File: src/rtl/complex_counter_monitor.sv
// rtl/complex_counter_monitor.sv - detects binary/Gray mode of a 3-bit counter stream and flags sequence breaks
module complex_counter_monitor #(
    parameter int ERR_W = 8
) (
    input  logic             clock,
    input  logic             reset,
    input  logic [2:0]       count,
    input  logic             valid,
    output logic             locked,
    output logic             mode_det,
    output logic [2:0]       index,
    output logic             err,
    output logic [ERR_W-1:0] err_count
);

    typedef enum logic [1:0] {
        EMPTY  = 2'd0,
        HUNT   = 2'd1,
        LOCKED = 2'd2
    } state_t;

    state_t           state_q, state_d;
    logic [2:0]       prev_q, prev_d;
    logic             mode_q, mode_d;
    logic [2:0]       index_q, index_d;
    logic             err_q, err_d;
    logic [ERR_W-1:0] err_cnt_q, err_cnt_d;

    function automatic logic [2:0] g2b(input logic [2:0] x);
        logic [2:0] b;
        b[2] = x[2];
        b[1] = x[2] ^ x[1];
        b[0] = x[2] ^ x[1] ^ x[0];
        return b;
    endfunction

    logic [2:0] bin_next;
    logic [2:0] gray_next;
    logic [2:0] count_dec;
    logic       bin_ok;
    logic       gray_ok;
    logic       mode_ok;

    always_comb begin
        bin_next  = prev_q + 3'd1;
        gray_next = g2b(prev_q) + 3'd1;
        count_dec = g2b(count);
        bin_ok    = (count == bin_next);
        gray_ok   = (count_dec == gray_next);
        mode_ok   = mode_q ? gray_ok : bin_ok;
    end

    always_comb begin
        state_d   = state_q;
        prev_d    = prev_q;
        mode_d    = mode_q;
        index_d   = index_q;
        err_d     = 1'b0;
        err_cnt_d = err_cnt_q;
        if (valid) begin
            prev_d = count;
            case (state_q)
                EMPTY: begin
                    state_d = HUNT;
                    index_d = 3'd0;
                end
                HUNT: begin
                    // Ambiguous steps (000->001, 110->111) cannot identify the mode, so keep hunting.
                    if (bin_ok && !gray_ok) begin
                        state_d = LOCKED;
                        mode_d  = 1'b0;
                        index_d = count;
                    end else if (gray_ok && !bin_ok) begin
                        state_d = LOCKED;
                        mode_d  = 1'b1;
                        index_d = count_dec;
                    end
                end
                LOCKED: begin
                    if (mode_ok) begin
                        index_d = mode_q ? count_dec : count;
                    end else begin
                        state_d = HUNT;
                        index_d = 3'd0;
                        err_d   = 1'b1;
                        if (err_cnt_q != {ERR_W{1'b1}}) begin
                            err_cnt_d = err_cnt_q + {{(ERR_W-1){1'b0}}, 1'b1};
                        end
                    end
                end
                default: begin
                    state_d = EMPTY;
                    index_d = 3'd0;
                end
            endcase
        end
    end

    always_ff @(posedge clock) begin
        if (reset) begin
            state_q   <= EMPTY;
            prev_q    <= 3'd0;
            mode_q    <= 1'b0;
            index_q   <= 3'd0;
            err_q     <= 1'b0;
            err_cnt_q <= '0;
        end else begin
            state_q   <= state_d;
            prev_q    <= prev_d;
            mode_q    <= mode_d;
            index_q   <= index_d;
            err_q     <= err_d;
            err_cnt_q <= err_cnt_d;
        end
    end

    assign locked    = (state_q == LOCKED);
    assign mode_det  = mode_q;
    assign index     = index_q;
    assign err       = err_q;
    assign err_count = err_cnt_q;

endmodule
File: config.mk
export PLATFORM = sky130hd
export DESIGN_NAME = complex_counter_monitor
export DESIGN_NICKNAME = d
export VERILOG_FILES = /design/src/rtl/complex_counter_monitor.sv
export SDC_FILE = /design/constraint.sdc
export NUM_CORES = 1
export LEC_CHECK = 0
export ABC_AREA = 0
export CORE_MARGIN = 5
export CORE_UTILIZATION = 50
export CTS_CLUSTER_DIAMETER = 40
export DETAILED_ROUTE_END_ITERATION = 10
export HOLD_SLACK_MARGIN = 0.06
export PLACE_DENSITY = 0.73
export SLEW_MARGIN = 15
export SYNTH_ARGS = -nofsm -noshare
export SYNTH_HDL_FRONTEND = slang
export SYNTH_SLANG_ARGS = --single-unit
File: constraint.sdc
create_clock -name clock -period 3.4 [get_ports clock]
set_clock_uncertainty 0.2 [all_clocks]
set_input_delay 0.34 -clock clock [delete_from_list [all_inputs] [get_ports clock]]
set_output_delay 0.34 -clock clock [all_outputs]
set_load 0.05 [all_outputs]
---- Word level (Yosys, flattened, before mapping) ----
Cells that the tools add are included.
cells by class
  $add $sub $neg .......................... 3
  eq/ne operators ......................... 7
  reduce and logical (&&, ||, !) cells .... 11
  mux-type cells .......................... 13
  bitwise gates (word level) .............. 7
operators by type and width
  kind                                                                    count
  3-bit 2-to-1 mux                                                        3
  8-bit by 1-bit adder with 8-bit output (second input constant)          1
  2-bit 2-to-1 mux                                                        4
  8-bit != test (second input constant)                                   1
  3-bit by 1-bit adder with 3-bit output (second input constant)          2
  3-bit equality test                                                     2
  2-bit case mux with 3 select lines                                      1
  3-bit case mux with 2 select lines                                      1
  3-bit AND reduction                                                     2
  1-bit 2-to-1 mux                                                        4
  4-bit AND reduction                                                     1
  1-bit bitwise XOR                                                       4
  3-bit != test (second input constant)                                   1
  1-bit NOT                                                               3
  3-bit OR reduction                                                      1
  2-bit by 1-bit equality test with 1-bit output (second input constant)  1
  2-bit equality test (second input constant)                             1
  1-bit logical AND                                                       2
  1-bit zero test                                                         2
  2-bit zero test                                                         1
  2-bit != test (second input constant)                                   1
  2-bit AND reduction                                                     1
  2-bit nonzero test                                                      1
word-level totals
  bits of input ports ..................... 6
  output and inout bits ................... 14
  flip-flop bits (word level) ............. 18

---- Longest topological paths before layout ----
  depth in word-level cells ............... 8
  depth in mapped cells ................... 11
  mapped depth without buffers ............ 10

---- Worst setup path before layout ----
No wires, ideal clock.
  path type ............................... input -> register
  start point ............................. in count[2]
  end point ............................... reg state_q[0]
  stages .................................. 9
  setup time .............................. 0.121 ns
  arrival time ............................ 2.640 ns
  required time ........................... 3.079 ns
  path slack .............................. 0.439 ns
  cells stage by stage .................... buf_2 -> or4b_2 -> nand4_1 -> nand4_1 -> ha_1 -> or3b_2 -> nand2_1 -> a31oi_1 -> mux2_2
on the way
  longest elaborated chain between the ends .. 7
  elaborated cells on any way between the ends .. 14
  those cells by class .................... eq/ne: 4; mux: 3; bitwise: 2; reduce/logical: 5
ends and longest elaborated chain
  item                                                                                        RTL line  RTL
  start, declared                                                                             7         input logic [2:0] count,
  1-bit bitwise XOR                                                                           32, 33
  1-bit bitwise XOR                                                                           33        b[0] = x[2] ^ x[1] ^ x[0];
  3-bit equality test                                                                         49        gray_ok = (count_dec == gray_next);
  1-bit zero test                                                                             69        if (bin_ok && !gray_ok) begin
  1-bit logical AND                                                                           69
  3-bit != test (no line) / 2-bit 2-to-1 mux (equally long branches)                          --
  3-bit AND reduction (no line) / 2-bit case mux with 3 select lines (equally long branches)  --
  end signal, assigned                                                                        108       state_q <= state_d;
  end, declared                                                                               22        state_t state_q, state_d;
Parallel ways exist; a longest one is shown, timed or not.
A chain may end at the register's enable or synchronous reset.

---- Worst setup path in the final report ----
  start point ............................. in count[1]
  end point ............................... reg state_q[0]
The elaborated chain is that of the path after synthesis.

==> results.txt <==
----------------------------------------------------
[Worst setup path]
  Worst R2R Start ... prev_q[2]$_SDFFE_PP0P_
  Critical path launch point ... count[1]
  Critical R2R Capture ... state_q[0]$_SDFFE_PP0P_
  CP peak stage delay ... 0.63 ns
  Capturing element type of the critical path ... flop
  Reg2Reg Setup Slack ... roughly 0.46 ns
  Critical Setup Path Class ... in2reg
  Critical Path RT ... roughly 3.4 ns
  Highest fanout seen on the critical path ... 10
  Cell seen most often among critical-path stages ... nand4_1
  Type of origin of the critical path ... input port
  Data arrival, critical path ... between 3 and 4 ns
  CP max stage cell ... clkdlybuf4s50_1
  Length in cells of the worst reg-to-reg path ... 8
  Crit path cell chain ... clkdlybuf4s50_1 > or4b_2 > nand4_1 > nand4_1 > ha_1 > or3b_2 > nand2_1 > a31oi_1 > mux2_2

[STA]
  Shortest clock period the worst path allows after layout ... 3.14 ns
  Period utilisation layout ... 0.923
  Final Hold Violating Endpoints ... 0
  Max_slew headroom ... 0.384
  Unrepaired setup endpoints after global routing ... false
  Measured slew at the worst slew-check pin ... between 0.9 and 1 ns
  Maximum clock frequency ... approximately 320 MHz
  Number of setup violations in the final report ... 0
  Final Slew Violations ... 0

[Cells and area]
  Antenna fix cells ... 0
  Layout filler cell count ... between 200 and 250
  Final non-filler cell area ... approximately 1600 sq um
  Share of post-route cells with drive strength above 1 ... 0.145
  Fin nets ... between 150 and 200
  Area grow syn2layout ... 22.1%
  Count of non-filler cells in the finished layout ... slightly above 200
  Highest-count cells in the layout ignoring fill and taps ... 19 x nor2_1, 19 x clkdlybuf4s50_1, 18 x dfxtp_1, 10 x buf_4
  End-of-flow core utilization ... 0.645

[Route]
  Routed WL ... about 2.9 mm
  Vias per cell ... about 5.6
  Final ANT Viol Nets ... 0
  Routed wire length per instance ... 14.4 um
  Number of iterations in the first detailed-routing pass ... 4
  Final routed DRC violation total ... 0
  Number of vias after detailed routing ... 1129
  Detailed router's first-iteration violation count ... 37

[Placed design]
  Placed Instances ... between 150 and 200
  HPWL after detailed placement ... 2.26 mm
  Gpl congestion ... a little under 0.8
  Placed Instance Area ... between 1500 and 2000 sq um
  Count of input and output buffers ... 19

[Global route]
  Global routing usage on met3 ... 0.0356
  Largest net degree at the start of global routing ... 29
  GRT busiest layer ... met2
  Routing usage on met1 ... 0.213
  Met2 usage ... 0.319
  Global-route usage over all layers ... 0.181
  Global-route wire length before repair ... just over 5 mm
  Number of global-route vias before repair ... between 1000 and 1500
  Antenna violations before repair ... 0
  Remaining Overflow, GRT ... 0

[Power]
  Worst-case vdd ir drop ... 245 uV
  Sum of internal, switching and leakage power ... roughly 0.00052 W
  Clock share of power ... 0.270
  Net switching power ... about 0.00017 W
  Leakage component of the power ... 0.606 nW
  Proportion of power drawn by flip-flops and latches ... 0.440
  Switching fraction of total power ... 0.325
  Cell-internal power ... ~0.00035 W
  Power per Cell Area ... 322 nW/um^2
  Combinational share of power ... 0.289

[Floorplan]
  I/O pin total ... 20
  Horizontal extent of the die ... around 61 um
  Die area ... between 3000 and 4000 sq um
  Standard cell core area ... 2500 sq um
  Die outline height ... ~60 um
  Effective utilization at floorplan ... 0.528
  Core Rows ... 18

[Run status]
  Status ... finished clean

[CTS]
  Number of sinks driven by the clock tree ... 18
  Post-CTS setup buffer count ... 0
  CTS resizes ... 0
  Number of buffers inserted for hold repair after clock tree synthesis ... 0
  Cell chosen for the clock root ... clkbuf_4
  H-Tree Level Count ... 1
  Clock latency reported for the late side of the worst-skew pair ... about 0.30 ns
  Clock Pin Slew Worst Setup and Hold Paths ... between 0.1 and 0.15 ns
  TritonCTS clock tree ... yes
  Cts bufs inserted ... 3
  Maximum buffer depth of the clock tree ... 2

[Logic synthesis]
  Share of synthesized area occupied by flip-flops and latches ... 0.273
  Simple-gate portion of the synthesized area ... 0.288
  Synth Net Count ... 162
  Count of cell types in the netlist ... slightly above 40
  Most used flip-flop cell after synthesis ... dfxtp_1
  Multiplexer area fraction after synthesis ... 0.106
  Number of flops mapped to enable cells by yosys ... 0
  Dominant combinational cell family by area after synthesis ... simple AND/OR/NAND/NOR gates
  Yosys warning total ... 0
  Number of synthesized register bits ... 18
  Mean post-synth cell area ... 8.92 sq um
  Post-synthesis instance area ... 1320 sq um
  Xor-xnor portion of the synthesized cell area ... 0.0645
  Share of the synthesized area in compound gates (AO/OA/AOI/OAI) ... 0.139
  Async SR Flop Fraction ... 0
  Fraction of the mapped netlist area in adder cells ... 0.0758
  Number of instances in the synthesized netlist ... 148

[Hold path]
  Sink of the worst hold path ... state_q[1]$_SDFFE_PP0P_
  Path class of the lowest-slack min-delay path ... reg2reg
  Hold Path Cell Cnt ... 2
  Worst hold start ... state_q[1]$_SDFFE_PP0P_

[Job]
  Max-capacitance violation count ... 0

----------------------------------------------------
sequential cells by signal (all words and copies together) (netlist names):
name,cells
err_count,8
err,1
prev_q,3
state_q,2
mode_det,1
index,3
power groups by stage:
stage	clock, W	combinational, W	sequential (W)
after global placement	0	0.000144	0.000232
after floorplan	0	0.0000994	0.000238
after global routing	0.000151	0.000166	0.000230
after detailed placement	0	0.000150	0.000233
after CTS	0.000142	0.000151	0.000228
final	0.000140	0.000150	0.000228
how the worst max path moves through the flow:
stage                                          to  slack [ns]  cells after the start
after global placement    state_q[0]$_SDFFE_PP0P_        0.04                     10
after floorplan           state_q[0]$_SDFFE_PP0P_        0.44                      9
after CTS                 state_q[0]$_SDFFE_PP0P_        0.26                      9
after detailed placement  state_q[0]$_SDFFE_PP0P_       -0.07                      9
final                     state_q[0]$_SDFFE_PP0P_        0.26                      9
after global routing        index[0]$_SDFFE_PP0P_        0.05                     10
layout make-up:
class | instances | area (sq um) | share of cell area
Tap cell | 30 | 37.5 | 0.0233
Inverter | 6 | 22.5 | 0.0140
Clock buffer | 4 | 36.3 | 0.0225
Timing Repair Buffer | 29 | 265 | 0.165
Sequential cell | 18 | 360 | 0.224
Multi-Input combinational cell | 115 | 890 | 0.552
Yosys cell counts (5+ instances only):
| cell type | n | share of area |
|---|---|---|
| nand3_1 | 5 | 0.019 |
| ha_1 | 8 | 0.076 |
| mux2i_1 | 5 | 0.038 |
| nor2_1 | 19 | 0.054 |
| mux2_2 | 6 | 0.051 |
| dfxtp_1 | 18 | 0.27 |
| inv_1 | 6 | 0.017 |
| nor2b_1 | 9 | 0.043 |
| nand2_1 | 9 | 0.026 |
logic make-up (layout without fill, tap and decap cells):
kind of cell | count (synthesis) | count (layout)
compound gates | 18 | 18
flops | 18 | 18
simple gates | 68 | 68
mux | 13 | 13
buf+inv | 15 | 39
xor+xnor | 8 | 8
fa+ha+maj | 8 | 8
per-layer routing:
metal | part of all wire | wire, um
met1 | 0.43 | 1250
met2 | 0.51 | 1490
met3 | 0.043 | 126
met4 | 0.018 | 51
met5 | 0 | 0
worst max-delay path: cells and delay by family:
kind                     cells  cell delay, ns
AO/OA/AOI/OAI                1            0.09
adder cells (fa/ha/maj)      1            0.23
buffers and inverters        1            0.63
multiplexers                 1            0.30
AND/OR/NAND/NOR              5            1.56
per-stage QoR:
| step | hold WS [ns] | setup TNS [ns] | worst slack, ns |
|---|---|---|---|
| 2_1_floorplan | 0.282 | 0 | 0.439 |
| 3_5_place_dp | 0.311 | -0.185 | -0.0705 |
| 6_report | 0.334 | 0 | 0.263 |
| 5_1_grt | 0.371 | 0 | 0.0499 |
| 4_1_cts | 0.335 | 0 | 0.260 |
| 3_3_place_gp | 0.299 | 0 | 0.0450 |
Note: power is estimated with default switching activity, not from simulation.
